## src/rtl/imem_arb_pkg.sv

```systemverilog
// Shared encodings for the instruction-memory arbiter.
// Latency: n/a; backpressure: n/a.
package imem_arb_pkg;

  typedef enum logic {
    ST_BOOT = 1'b0,
    ST_RUN  = 1'b1
  } state_e;

  typedef enum logic [1:0] {
    OWN_NONE   = 2'd0,
    OWN_FETCH  = 2'd1,
    OWN_LOADER = 2'd2
  } owner_e;

  // Counter width able to hold 0..max inclusive.
  function automatic int unsigned cnt_w(input int unsigned max);
    return (max < 1) ? 1 : $clog2(max + 1);
  endfunction

endpackage

```

## src/rtl/imem_arb_burst_ctr.sv

```systemverilog
// Saturating count of consecutive loader grants while fetch is waiting.
// Latency: at_max reflects the registered count; backpressure: none.
module imem_arb_burst_ctr
  import imem_arb_pkg::*;
#(
  parameter int unsigned MAX = 8
) (
  input  logic clk,
  input  logic rst,
  input  logic inc,
  input  logic clr,
  output logic at_max
);

  localparam int unsigned W = cnt_w(MAX);
  localparam logic [W-1:0] MAX_V = W'(MAX);

  logic [W-1:0] cnt_q;

  always_ff @(posedge clk or negedge rst) begin
    if (!rst) begin
      cnt_q <= '0;
    end else if (clr) begin
      cnt_q <= '0;
    end else if (inc && (cnt_q != MAX_V)) begin
      cnt_q <= cnt_q + 1'b1;
    end
  end

  assign at_max = (cnt_q == MAX_V);

endmodule

```

## src/rtl/imem_arbiter.sv

```systemverilog
// Single-port instruction memory shared by fetch and loader; loader-only until ld_done.
// Latency: grant same cycle, read data 1 cycle later; backpressure: fetch_stall / ld_gnt low.
module imem_arbiter
  import imem_arb_pkg::*;
#(
  parameter int unsigned ADDR_W         = 32,
  parameter int unsigned DATA_W         = 32,
  parameter int unsigned LOAD_BURST_MAX = 8
) (
  input  logic              clk,
  input  logic              rst,
  input  logic              fetch_req,
  input  logic [ADDR_W-1:0] fetch_addr,
  output logic              fetch_stall,
  output logic              fetch_rvalid,
  output logic [DATA_W-1:0] fetch_rdata,
  input  logic              ld_req,
  input  logic              ld_we,
  input  logic [ADDR_W-1:0] ld_addr,
  input  logic [DATA_W-1:0] ld_wdata,
  input  logic              ld_done,
  output logic              ld_gnt,
  output logic              ld_rvalid,
  output logic [DATA_W-1:0] ld_rdata,
  output logic              mem_en,
  output logic              mem_we,
  output logic [ADDR_W-1:0] mem_addr,
  output logic [DATA_W-1:0] mem_wdata,
  input  logic [DATA_W-1:0] mem_rdata
);

  state_e state_q, state_d;
  owner_e owner_q, owner_d;
  logic   fetch_gnt;
  logic   at_max;

  logic [DATA_W-1:0] fetch_hold_q;
  logic [DATA_W-1:0] ld_hold_q;

  always_ff @(posedge clk or negedge rst) begin
    if (!rst) begin
      state_q <= ST_BOOT;
      owner_q <= OWN_NONE;
    end else begin
      state_q <= state_d;
      owner_q <= owner_d;
    end
  end

  // Combinational outputs are forced idle while reset is asserted.
  always_comb begin
    state_d     = state_q;
    owner_d     = OWN_NONE;
    ld_gnt      = 1'b0;
    fetch_gnt   = 1'b0;
    fetch_stall = 1'b1;
    mem_en      = 1'b0;
    mem_we      = 1'b0;
    mem_addr    = '0;
    mem_wdata   = '0;
    if (rst) begin
      case (state_q)
        ST_BOOT: begin
          ld_gnt = ld_req;
          if (ld_done) state_d = ST_RUN;
        end
        ST_RUN: begin
          ld_gnt      = ld_req && !(fetch_req && at_max);
          fetch_gnt   = fetch_req && !ld_gnt;
          fetch_stall = fetch_req && !fetch_gnt;
        end
        default: ;
      endcase

      if (ld_gnt) begin
        mem_en    = 1'b1;
        mem_we    = ld_we;
        mem_addr  = ld_addr;
        mem_wdata = ld_wdata;
        owner_d   = ld_we ? OWN_NONE : OWN_LOADER;
      end else if (fetch_gnt) begin
        mem_en   = 1'b1;
        mem_addr = fetch_addr;
        owner_d  = OWN_FETCH;
      end
    end
  end

  imem_arb_burst_ctr #(
    .MAX (LOAD_BURST_MAX)
  ) u_burst_ctr (
    .clk    (clk),
    .rst    (rst),
    .inc    (ld_gnt && fetch_req),
    .clr    (fetch_gnt || !fetch_req),
    .at_max (at_max)
  );

  // The memory output is already a register; the hold flops keep the last word
  // visible on each port while the other port owns the read slot.
  assign fetch_rvalid = (owner_q == OWN_FETCH);
  assign ld_rvalid    = (owner_q == OWN_LOADER);
  assign fetch_rdata  = fetch_rvalid ? mem_rdata : fetch_hold_q;
  assign ld_rdata     = ld_rvalid ? mem_rdata : ld_hold_q;

  always_ff @(posedge clk or negedge rst) begin
    if (!rst) begin
      fetch_hold_q <= '0;
      ld_hold_q    <= '0;
    end else begin
      if (fetch_rvalid) fetch_hold_q <= mem_rdata;
      if (ld_rvalid)    ld_hold_q    <= mem_rdata;
    end
  end

endmodule

```

## config.mk

```make
export PLATFORM = sky130hd
export DESIGN_NAME = imem_arbiter
export DESIGN_NICKNAME = d
export VERILOG_FILES = /design/src/rtl/imem_arb_pkg.sv /design/src/rtl/imem_arb_burst_ctr.sv /design/src/rtl/imem_arbiter.sv
export SDC_FILE = /design/constraint.sdc
export NUM_CORES = 1
export LEC_CHECK = 0
export ABC_AREA = 1
export CAP_MARGIN = 30
export CORE_MARGIN = 8
export CORE_UTILIZATION = 31
export CTS_CLUSTER_DIAMETER = 40
export DETAILED_ROUTE_END_ITERATION = 7
export PLACE_DENSITY = 0.85
export SLEW_MARGIN = 15
export SYNTH_ARGS = -nofsm -noshare
export SYNTH_HDL_FRONTEND = slang
export SYNTH_SLANG_ARGS = --single-unit
```

## constraint.sdc

```tcl
create_clock -name clk -period 1.7 [get_ports clk]
set_clock_uncertainty 0.1 [all_clocks]
set_input_delay 0.425 -clock clk [delete_from_list [all_inputs] [get_ports clk]]
set_output_delay 0.425 -clock clk [all_outputs]
set_load 0.01 [all_outputs]
```

==> impl_metrics.ini, run 1 <==
[floorplan]
initial_utilization = 0.3124
dieArea_mm2 = 0.01502
core_area_mm2 = 0.01127
die_h_um = 122.6
die_w_um = 122.6
rows = 39
io_pins = 268

[worst_hold_path]
hp-class = primary input to async pin

[timing]
fin_setup_tns_ns = -91.48
fmax_mhz = 382.9
hold_violations = 0
timing.final.crit_share = 1.536
rsz0062_at_grt = yes
slew_headroom = 0.7114
finalCriticalPeriod_ns = 2.612
setup_viol = 145
slew_viol_final = 0
fin_ws_ns = -0.9117
max_slew.worst_pin.slew_ns = 0.4330
hold_ws_ns = 0.1028

[route]
top_layer_used = met4
routed-wl-met3_mm = 2.115
ant_nets = 0
wire_per_inst_um = 24.43
routed_wl_mm = 25.16
drtIter0Drc = 324
wl_met2_mm = 13.70
wl_met1_mm = 7.994
vias = 5147
vias_per_cell = 4.997
first_pass_iters = 5
drcViolationCount = 0

[finish]
utilization = 0.8614
regArea_mm2 = 0.001777
drive_gt1_frac = 0.5914
nets = 1017
fin_area_mm2 = 0.009709
instances_no_fill = 1030
multi_input_area_mm2 = 0.002651
fill_cells = 541
area_delta_synth_final_pct = 175.8

[placement]
placed_cell_area_mm2 = 0.006842
dp_hpwl_mm = 12.28
io_buffers = 267
place_congestion = 0.8381
post-place-cells = 919

[synthesis]
synth.cell_area_mm2 = 0.003521
synth_area_leader_cell = dfrtp_1
synthArstFlopShare = 1.000
dominantRegCellSynth = dfrtp_1
synth_area_leaders = dfrtp_1 (50%), nand2_1 (18%), o21ai_0 (9.1%)
ys_seq_area_frac = 0.5046
synth_edf_count = 0
synth_most_common_cell = nand2_1
synthTopCellsByCount = nand2_1 (165), inv_1 (75), dfrtp_1 (71)
ys_types = 24
ys.warnings.count = 0
synthCells = 467
synth_fp_nets = 603
syn_avg_cell_area_um2 = 7.539
ys_ff_latch = 71
synth.top_cell.area_share = 0.5046

[worst_setup_path]
worst_setup_path_end_kind = output port
required_ns = 1.17
crit_fanout = 8
critPathMaxStageDelay_ns = 0.42
crit_top_cell = buf_6
critPathLaunchType = flop
critical_path.slowest_cell = dfrtp_1
path_class = flop to output port
path_cells = inv_2 -> buf_6 -> ha_4 -> nand2_4 -> nor2_4 -> buf_6 -> nand3_4 -> nand2_8 -> inv_12 -> buf_16 -> nand2_2 -> nand2_2 -> buf_6
worstPathArrival_ns = 2.09

[clock_network]
cts_sinks = 71
numCtsBuffers = 9
cts_tree = yes
clk_pin_slew_ns = 0.07
clock-root-buffer = clkbuf_16
h-tree-depth = 3
max-clock-path-buffers = 2
clk_latency_ns = 0.34
cts_hold_buf = 0

[grt]
grt_pass1_vias = 5111
grt_usage = 0.2474
grt_max_degree = 73
grt_overflow = 0
grt_antenna_before_repair = 0
grt_pass1_wl_mm = 28.08

[power]
p_leak_nw = 4.887
powerDensity_mw_per_mm2 = 812.2
ir_drop_v = 0.0007622

[run_status]
violations = negative setup slack
status = finished with violations

[job]
drv_cap = 0
stage by stage:
stage,power [mW],setup slack (ns)
floorplan,2.815,-0.1698
global placement,4.304,-1.134
detailed placement,4.368,-1.146
CTS,6.538,-0.7904
global route,8.145,-0.9780
finish,7.886,-0.9117
per-layer routing:
layer,track usage,up-vias
met5,0,-
met4,0.1135,0
met3,0.07774,92
met2,0.4732,323
met1,0.2360,2495
li1,-,2237
logic make-up (layout without fill, tap and decap cells):
family	count (synthesis)	in the layout	share of synthesized area
flip-flops	71	71	0.5046
XOR/XNOR	1	1	0.002488
AND/OR/NAND/NOR	224	224	0.2630
buffers and inverters	100	519	0.1233
adder cells (fa/ha/maj)	2	2	0.007106
AO/OA/AOI/OAI	69	69	0.09950
other	0	1	0
critical path, delay by kind of cell, from the launching register on:
| kind | cells | cell delay [ns] |
|---|---|---|
| adder cells (fa/ha/maj) | 1 | 0.13 |
| buffers and inverters | 6 | 0.66 |
| flip-flops | 1 | 0.42 |
| AND/OR/NAND/NOR | 6 | 0.54 |
layout by cell type (no fill, tap or decap), types with 24 or more instances in the layout:
master	count
o21ai_4	53
nand2_1	47
nand2_4	65
buf_6	121
inv_1	71
buf_2	24
nand2_2	62
dfrtp_1	71
clkdlybuf4s50_1	132
buf_4	82
nor2_1	28
final cells by class:
class | instances | area share
Antenna cell | 1 | 0.0002577
Multi-Input combinational cell | 296 | 0.2731
Clock inverter | 5 | 0.005799
Inverter | 78 | 0.03376
Timing Repair inverter | 4 | 0.005412
Timing Repair Buffer | 421 | 0.4543
Clock buffer | 11 | 0.02603
Tap cell | 143 | 0.01843
Sequential cell | 71 | 0.1830
worst paths after layout:
check / from / end / slack, ns / cells past startpoint
worst max-delay path: u_burst_ctr.cnt_q[0] / mem_addr[23] / -0.91 / 13
worst min-delay path: rst / ld_hold_q[24] / 0.10 / 2
worst max register to register: u_burst_ctr.cnt_q[0] / u_burst_ctr.cnt_q[0] / -0.90 / 18
worst min register to register: fetch_hold_q[30] / fetch_hold_q[30] / 0.38 / 2
max in group asynchronous: rst / fetch_hold_q[3] / 0.81 / 3
min in group clk: fetch_hold_q[30] / fetch_hold_q[30] / 0.38 / 2
what timing repair did:
action / in CTS / in global routing
gates resized for setup: 676 / 394
gates cloned: 14 / 12
endpoints found under the setup margin: 134 / 142
buffers inserted: 52 / 38
pin swaps: 16 / 42
sequential cells by signal, summed over array words and instances (netlist names):
name and count:
fetch_hold_q 32, ld_hold_q 32, u_burst_ctr.cnt_q 4, owner_q 2
state_q 1
power by group:
group / switching, mW / total, mW / internal, mW
sequential: 0.226 / 2.23 / 2.00
combinational: 1.67 / 3.66 / 1.99
clock: 0.779 / 1.99 / 1.21
(Power assumes the default switching activity.)
==> inputs of run 2 (changes only) <==
--- a/config.mk
+++ b/config.mk
@@ -9,6 +9,7 @@
 export CAP_MARGIN = 30
 export CORE_MARGIN = 8
 export CORE_UTILIZATION = 31
+export CTS_BUF_LIST = sky130_fd_sc_hd__clkbuf_8
 export CTS_CLUSTER_DIAMETER = 40
 export DETAILED_ROUTE_END_ITERATION = 7
 export PLACE_DENSITY = 0.85
==> run 2 against run 1 <==
Net effect: the flow still finishes with violations (negative setup slack); register-to-register slack better by 0.25 ns; sequential power is essentially flat; clock power is 28% lower; combinational power decreased by 5.7%; hold slack worse by 0.077 ns; die area stayed put; cell count down 2.0%; total power is 10% lower; critical path type unchanged; highest routed layer unchanged.
==> impl_metrics.ini, run 2 (same netlist as run 1, synthesis figures left out) <==
[timing]
slew_headroom = 0.8009
max_slew.worst_pin.slew_ns = 0.2984
rsz0062_at_grt = yes
fmax_mhz = 395.3
fin_ws_ns = -0.8300
slew_viol_final = 0
hold_ws_ns = 0.02624
timing.final.crit_share = 1.488
hold_violations = 0
finalCriticalPeriod_ns = 2.530
setup_viol = 142

[placement]
io_buffers = 267
post-place-ws_ns = -1.146
place_congestion = 0.8381
placed_cell_area_mm2 = 0.006842
dp_hpwl_mm = 12.28

[job]
drv_cap = 0

[worst_setup_path]
critical_path.top_delay_family = buffers and inverters
worstPathBufferInverterCount = 5
ff2ff_path_depth = 18
worst_setup_path_end_kind = output port
required_ns = 1.17
path_class = flop to output port
worstPathArrival_ns = 2.01
cp.depth = 12
path_cells = inv_2 -> ha_4 -> nand2_4 -> nor2_4 -> buf_6 -> nand3_4 -> nand2_8 -> clkinv_8 -> buf_16 -> nand2_2 -> nand2_2 -> buf_6
crit_fanout = 8
critPathLaunchType = flop
critical_path.slowest_cell = dfrtp_1
critPathMaxStageDelay_ns = 0.40

[clock_network]
h-tree-depth = 3
clock-root-buffer = clkbuf_8
max-clock-path-buffers = 2
clk_pin_slew_ns = 0.09
cts_tree = yes
clk_latency_ns = 0.34
cts_sinks = 71
numCtsBuffers = 9
cts_hold_buf = 0

[route]
vias_per_cell = 4.789
wl_met2_mm = 12.52
drcViolationCount = 0
drtIter0Drc = 301
top_layer_used = met4
routed-wl-met3_mm = 2.002
wl_met1_mm = 7.084
routed_wl_mm = 22.76
first_pass_iters = 4
ant_nets = 0
wire_per_inst_um = 22.56
vias = 4832

[power]
p_comb_frac = 0.486
pwr-share-clk = 0.203
total_power_mw = 7.095
ir_drop_v = 0.0005898
powerDensity_mw_per_mm2 = 762.7
pwr-share-seq = 0.311
p_sw_frac = 0.3483
switchingPower_mw = 2.471
p_leak_nw = 4.709
internal-power_mw = 4.624

[grt]
grt_pass1_wl_mm = 25.61
grt_overflow = 0
grt_usage = 0.2251
grt_antenna_before_repair = 0
grt_max_degree = 73
grt_pass1_vias = 4702

[finish]
utilization = 0.8253
final_common_cell = clkdlybuf4s50_1
most-common-layout-cells = clkdlybuf4s50_1 (132), buf_6 (117), buf_4 (79), nand2_2 (72), inv_1 (71)
drive_gt1_frac = 0.5410
nets = 996
area_delta_synth_final_pct = 164.2
top_regs = fetch_hold_q: 32 flops, ld_hold_q: 32 flops, u_burst_ctr.cnt_q: 4 flops
fin_area_mm2 = 0.009303

[floorplan]
rows = 39
die_h_um = 122.6
dieArea_mm2 = 0.01502
core_area_mm2 = 0.01127
die_w_um = 122.6
io_pins = 268
initial_utilization = 0.3124

[worst_hold_path]
hp-class = primary input to async pin

[run_status]
violations = negative setup slack
status = finished with violations
==> run 2: changes by cell type in the layout (fill, tap and decap cells not counted), sizes merged <==
| cell | before | now |
|---|---|---|
| dlygate4sd2 | 0 | 30 |
| clkinv | 7 | 6 |
| buf | 261 | 228 |
| clkbuf | 38 | 20 |
| clkdlybuf4s15 | 1 | 2 |
==> run 2: power by group through the flow <==
stage	clock network [mW]	logic, mW	registers [mW]
floorplan	0	0.725	2.09
global placement	0	2.21	2.09
CTS	1.42	2.35	2.09
global route	1.52	3.60	2.23
detailed placement	0	2.25	2.12
finish	1.44	3.45	2.21
==> run 2: cell type report <==
type	count	area (µm²)
Clock buffer	11	151.4
Timing Repair inverter	3	36.28
Multi-Input combinational cell	296	2571
Fill cell	595	1969
Timing Repair Buffer	401	4205
Clock inverter	5	56.30
Sequential cell	71	1778
Tap cell	143	178.9
Antenna cell	1	2.502
Inverter	78	322.8
==> run 2: through the flow <==
| step | TNS [ns] | std cells |
|---|---|---|
| after floorplan | -7.849 | 467 |
| after global placement | -99.40 | 919 |
| after detailed placement | -101.74 | 919 |
| after CTS | -82.10 | 974 |
| after global routing | -95.10 | 1008 |
| final | -85.30 | 1009 |
==> run 2: path summary, 6_finish.rpt <==
check	from	endpoint	slack [ns]
setup / recovery	u_burst_ctr.cnt_q[1]	mem_addr[5]	-0.83
hold / removal	rst	fetch_hold_q[22]	0.03
setup reg to reg	u_burst_ctr.cnt_q[0]	u_burst_ctr.cnt_q[0]	-0.65
hold reg to reg	fetch_hold_q[30]	fetch_hold_q[30]	0.38
max in group asynchronous	rst	owner_q[0]	0.89
min in group clk	fetch_hold_q[30]	fetch_hold_q[30]	0.38
==> run 2: timing repair <==
| action | CTS | global route |
|---|---|---|
| setup endpoints to repair | 134 | 140 |
| resized for setup | 580 | 356 |
| setup buffers | 29 | 29 |
| cloned | 10 | 12 |
| pin swaps | 7 | 42 |
| endpoints found under the hold margin | 0 | 0 |
==> run 2: routing by layer <==
| metal | GRT usage | up-vias |
|---|---|---|
| met5 | 0 | - |
| met4 | 0.09977 | 0 |
| met3 | 0.07958 | 68 |
| met2 | 0.4151 | 263 |
| met1 | 0.2232 | 2310 |
| li1 | - | 2191 |
==> run 2: worst reg2reg max path: stages (launching register included) <==
cell	delay (ns)
dfrtp_1	0.38
inv_2	0.07
buf_6	0.11
buf_6	0.10
buf_4	0.12
buf_4	0.12
buf_4	0.12
buf_4	0.12
buf_4	0.12
buf_6	0.10
buf_6	0.10
buf_6	0.10
buf_6	0.10
buf_6	0.11
buf_6	0.10
buf_6	0.10
nand2_4	0.05
nand2_2	0.06
nor2_2	0.11
==> inputs of run 3 (changes only) <==
--- a/config.mk
+++ b/config.mk
@@ -11,6 +11,7 @@
 export CORE_UTILIZATION = 31
 export CTS_BUF_LIST = sky130_fd_sc_hd__clkbuf_8
 export CTS_CLUSTER_DIAMETER = 40
+export CTS_CLUSTER_SIZE = 16
 export DETAILED_ROUTE_END_ITERATION = 7
 export PLACE_DENSITY = 0.85
 export SLEW_MARGIN = 15
==> results of run 3 <==
The final DEF is identical to that of run 2; final timing and power are the same.
